### src/rtl/fetch_unit.sv
// MIPS instruction-fetch stage: owns the PC, drives a one-cycle synchronous
// instruction memory and the IF/ID register, and honours the branch delay slot.
`timescale 1ns/1ps
module fetch_unit #(
  parameter logic [31:0] RESET_PC = 32'h0000_0000,
  parameter int unsigned IMEM_AW  = 10
) (
  input  logic               clk,
  input  logic               rst,
  output logic [IMEM_AW-1:0] imem_addr,
  input  logic [31:0]        imem_rdata,
  input  logic               imem_ready,
  input  logic               stall,
  input  logic               jump_branch,
  input  logic               jump_target,
  input  logic               use_reg,
  input  logic [31:0]        jr_pc,
  input  logic [31:0]        branch_pc,
  output logic [31:0]        pc_id,
  output logic [31:0]        instr_id,
  output logic               valid_id,
  output logic [31:0]        pc_if
);

  typedef enum logic [1:0] {BOOT, RUN, PEND} state_t;

  state_t      r_state;
  logic [31:0] r_pc_if;
  logic [31:0] r_pc_id;
  logic [31:0] r_instr_id;
  logic        r_valid_id;
  logic [31:0] r_pend_target;

  state_t      w_state_nxt;
  logic [31:0] w_pc_next;
  logic [31:0] w_pend_nxt;
  logic        w_load_id;
  logic        w_bubble_id;
  logic [31:0] w_pc_id_plus4;
  logic [31:0] w_target_raw;
  logic [31:0] w_target;
  logic        w_redirect;

  // Redirect target is derived from what currently sits in ID; jumps win over branches.
  always_comb begin
    w_pc_id_plus4 = r_pc_id + 32'd4;
    if (jump_target) begin
      w_target_raw = use_reg ? jr_pc
                             : {w_pc_id_plus4[31:28], r_instr_id[25:0], 2'b00};
    end else begin
      w_target_raw = w_pc_id_plus4 + branch_pc;
    end
    w_target   = {w_target_raw[31:2], 2'b00};
    w_redirect = (jump_target | jump_branch) & ~stall & r_valid_id;
  end

  always_comb begin
    w_state_nxt = r_state;
    w_pc_next   = r_pc_if;
    w_pend_nxt  = r_pend_target;
    w_load_id   = 1'b0;
    w_bubble_id = 1'b0;
    unique case (r_state)
      BOOT: begin
        w_pc_next   = RESET_PC;
        w_bubble_id = 1'b1;
        w_state_nxt = RUN;
      end
      RUN: begin
        if (!stall) begin
          if (imem_ready) begin
            w_load_id = 1'b1;
            w_pc_next = w_redirect ? w_target : r_pc_if + 32'd4;
          end else begin
            // Delay slot not yet fetched: park the target until it arrives.
            w_bubble_id = 1'b1;
            if (w_redirect) begin
              w_pend_nxt  = w_target;
              w_state_nxt = PEND;
            end
          end
        end
      end
      PEND: begin
        if (imem_ready) begin
          w_load_id   = 1'b1;
          w_pc_next   = r_pend_target;
          w_state_nxt = RUN;
        end else begin
          w_bubble_id = 1'b1;
        end
      end
      default: begin
        w_pc_next   = RESET_PC;
        w_state_nxt = BOOT;
      end
    endcase
    if (rst) w_pc_next = RESET_PC;
  end

  always_ff @(posedge clk) begin
    if (rst) begin
      r_state       <= BOOT;
      r_pc_if       <= RESET_PC - 32'd4;
      r_pc_id       <= '0;
      r_instr_id    <= '0;
      r_valid_id    <= 1'b0;
      r_pend_target <= '0;
    end else begin
      r_state       <= w_state_nxt;
      r_pc_if       <= w_pc_next;
      r_pend_target <= w_pend_nxt;
      if (w_load_id) begin
        r_pc_id    <= r_pc_if;
        r_instr_id <= imem_rdata;
        r_valid_id <= 1'b1;
      end else if (w_bubble_id) begin
        r_pc_id    <= r_pc_if;
        r_instr_id <= '0;
        r_valid_id <= 1'b0;
      end
    end
  end

  assign imem_addr = w_pc_next[IMEM_AW+1:2];
  assign pc_id     = r_pc_id;
  assign instr_id  = r_instr_id;
  assign valid_id  = r_valid_id;
  assign pc_if     = r_pc_if;

endmodule

### config.mk
export PLATFORM = sky130hd
export DESIGN_NAME = fetch_unit
export DESIGN_NICKNAME = d
export VERILOG_FILES = /design/src/rtl/fetch_unit.sv
export SDC_FILE = /design/constraint.sdc
export NUM_CORES = 1
export LEC_CHECK = 0
export ABC_AREA = 1
export BUFFER_PORTS_ARGS = -buffer_cell sky130_fd_sc_hd__buf_4
export CAP_MARGIN = 15
export CORE_ASPECT_RATIO = 2
export CORE_UTILIZATION = 50
export DETAILED_ROUTE_END_ITERATION = 8
export PLACE_DENSITY = 0.74
export SKIP_LAST_GASP = 1
export SYNTH_ARGS = -nofsm -noshare
export SYNTH_HDL_FRONTEND = slang
export SYNTH_SLANG_ARGS = --single-unit
### constraint.sdc
create_clock -name clk -period 6 [get_ports clk]
set_input_delay 0.6 -clock clk [delete_from_list [all_inputs] [get_ports clk]]
set_output_delay 0.6 -clock clk [all_outputs]
set_load 0.05 [all_outputs]
==> summary.md <==
| Metric | Value |
|---|---|
| Die W | 103 microns |
| P&R area growth vs syn | 21.3% |
| Via/cell ratio | 5.38 |
| Clk_lat worst skew | 0.43 ns |
| Mean area per synthesized cell | 6.02 sq um |
| Vias in the first global route | 11000 |
| Post-cts sizing count | 0 |
| Initial drt markers | 673 |
| H-tree Lvls | 4 |
| Fillers | 2082 |
| I/O Pins | 210 |
| RSZ-0062 raised after global routing | no |
| First-pass GRT wire length | 58500 microns |
| Clock share of power | 18.8% |
| Layout cell share with drive strength beyond 1 | 17.1% |
| Yosys top cell area share | 25.4% |
| Count of cell types in the netlist | 49 |
| Synthesized Nets | 1835 |
| Post-synth EDFFs | 0 |
| Setup crit end kind | output port |
| Synth cell count leaders | nand2_1 (532), inv_1 (231), a21oi_1 (146) |
| Req. time, crit path | 5.40 ns |
| FP Rows | 73 |
| Sw frac | 53.7% |
| Seq cells post-synth | 129 |
| Reg area | 0.00258 sq mm |
| Drt first pass iters | 7 |
| Crit path arrival time | 3.77 ns |
| Die area | 0.0210 sq mm |
| Logic gate share of total power | 58.1% |
| GPL Wtd Cong | 0.997 |
| Detailed Place HPWL | 30200 microns |
| Max-cap violations | 0 |
| Final nets | 1997 |
| Main synth FF type | dfxtp_1 |
| Slew headroom | 33.4% |
| Leak | 6.24 nW |
| Flop-to-flop setup slack | 2.12 ns |
| Int Pwr | 0.00260 W |
| Maximum fanout along the worst path | 6 |
| Wirelength per Cell | 18.1 microns |
| I/O Buffers | 207 |
| Register area share after synthesis | 25.4% |
| Crit path time final | 4.37 ns |
| Post-DRT Antenna Nets | 0 |
| Final setup viols | 0 |
| Worst hold slack | 0.458 ns |
| Synth Instances | 1691 |
| Root Buffer | clkbuf_16 |
| Worst min path class | in2reg |
| Pwr per Cell Area | 456 mW/mm^2 |
| Mapped cell area | 0.0102 sq mm |
| Diode count | 0 |
| Clock Path Buffers | 2 |
| CTS Buf Count | 17 |
| Worst Clk Skew | 0.0118 ns |
| Initial Util | 51.1% |
| Total Wirelength | 38400 microns |
| Max-slew violations | 0 |
| CTS tree | built |
| Critical setup path kind | reg2out |
| Area of the multi-input gates | 0.00629 sq mm |
| GR Util All Layers | 37.6% |
| Async SR Flop Fraction | 0% |
| Sequential power share | 23.1% |
| Cell taking the most area after synthesis | dfxtp_1 |
| Core area | 0.0199 sq mm |
| Sw Pwr | 0.00302 W |
| Most common cell in the netlist | nand2_1 |
| Largest net degree at the start of global routing | 91 |
| Hold_buf cts | 0 |
| Max IR drop VDD | 502 uV |
| Post-CTS setup buffer count | 0 |
| Final Hold Fails | 0 |
| Ranking of synthesized cells by area | dfxtp_1 (25%), nand2_1 (20%), inv_1 (8.5%) |
| Vert. Die Dim | 204 microns |
| Ratio of final minimum period to clock period | 72.8% |
| Startpoint types | flip-flop |
| DR DRC count | 0 |
| Clock Sinks | 129 |
| Worst-path clk slew | 0.07 ns |
| Vias | 11400 |
| Max Clk Rate | 229 MHz |
| Antenna violations before repair | 0 |
| Setup TNS | 0 ns |
| Status | complete, no violations |
| Total congestion overflow | 0 |
| Synthesis Warnings | 0 |
| Worst slew pin tran | 0.999 ns |
[path summary, 6_finish.rpt]
check / startpoint / cells after the start / end
setup / recovery: pc_id[4] / 19 / imem_addr[7]
hold / removal: imem_rdata[29] / 3 / instr_id[29]
hold reg to reg: instr_id[28] / 2 / instr_id[28]
setup reg to reg: pc_id[16] / 19 / pc_if[25]
[worst max-delay path: stages (launching register included)]
cell	delay, ns
dfxtp_1	0.49
nand2_2	0.11
nor2_4	0.14
nand2_4	0.12
xnor2_1	0.15
ha_1	0.35
nand2_1	0.11
inv_1	0.06
nand2_1	0.06
nand2_1	0.14
a21oi_1	0.15
nand2_1	0.18
xor2_1	0.20
o21ai_0	0.44
nand2_1	0.12
nand3_1	0.09
nand2_1	0.05
nand2_1	0.09
nor2_1	0.05
buf_4	0.21
[per-stage QoR]
step                instances  utilization (%)  instance area [sq um]  power [W]  worst slack [ns]
floorplan                1691                -                  10200    0.00354              2.51
global placement         2095             59.0                  11700    0.00450              2.20
detailed placement       2095             59.0                  11700    0.00452              2.13
CTS                      2126             62.0                  12300    0.00558              1.71
global route             2127             62.0                  12300    0.00599              1.42
finish                   2127             62.0                  12300    0.00562              1.63
[metal layers]
metal,vias to the layer above,global-route usage (%),wire [microns]
met3,155,4.49,1820
li1,5725,-,-
met2,414,65.9,19400
met5,-,0,0
met4,0,28.5,3300
met1,5145,39.9,13900
[layout make-up]
cell class	count	share of cell area, %
inverters	248	7.54
flip-flops and latches	129	20.9
repair buffers	215	13.1
multi-input cells	1242	51.0
clock buffers	20	3.78
clock inverters	11	1.04
well taps	262	2.66
[power groups by stage]
stage / sequential [W] / clock (W) / combinational, W
4_1_cts: 0.00129 / 0.00106 / 0.00323
6_report: 0.00130 / 0.00106 / 0.00327
3_5_place_dp: 0.00131 / 0 / 0.00321
3_3_place_gp: 0.00130 / 0 / 0.00319
5_1_grt: 0.00132 / 0.00110 / 0.00357
2_1_floorplan: 0.00177 / 0 / 0.00178
[cell usage in the layout, fill, tap and decap left out, types with 4 or more instances in the layout]
| cell type | n |
|---|---|
| nor3_1 | 23 |
| dfxtp_1 | 129 |
| o21ai_1 | 15 |
| nor3_4 | 4 |
| o22ai_1 | 10 |
| xnor2_1 | 11 |
| a22oi_1 | 8 |
| nor2_1 | 104 |
| o21ai_0 | 102 |
| buf_4 | 215 |
| a21oi_1 | 146 |
| nand2_2 | 19 |
| inv_2 | 15 |
| nor2_4 | 6 |
| or2_2 | 4 |
| clkbuf_16 | 17 |
| o211ai_1 | 27 |
| nand4_1 | 17 |
| nand3_1 | 96 |
| o21bai_1 | 4 |
| ha_1 | 41 |
| nor2_2 | 13 |
| nand2_1 | 532 |
| inv_1 | 231 |
| xor2_1 | 35 |
[registers in the layout, summed over array words and instances, names as in the netlist]
register	count
valid_id	1
instr_id	32
r_pend_target	30
pc_id	32
r_state	2
pc_if	32
[cells by family after synthesis]
family	share of synthesized area (%)
adder cells (fa/ha/maj)	5.04
flip-flops	25.4
XOR/XNOR	3.96
buffers and inverters	12.8
AO/OA/AOI/OAI	17.4
AND/OR/NAND/NOR	35.4
(Power assumes the default switching activity.)
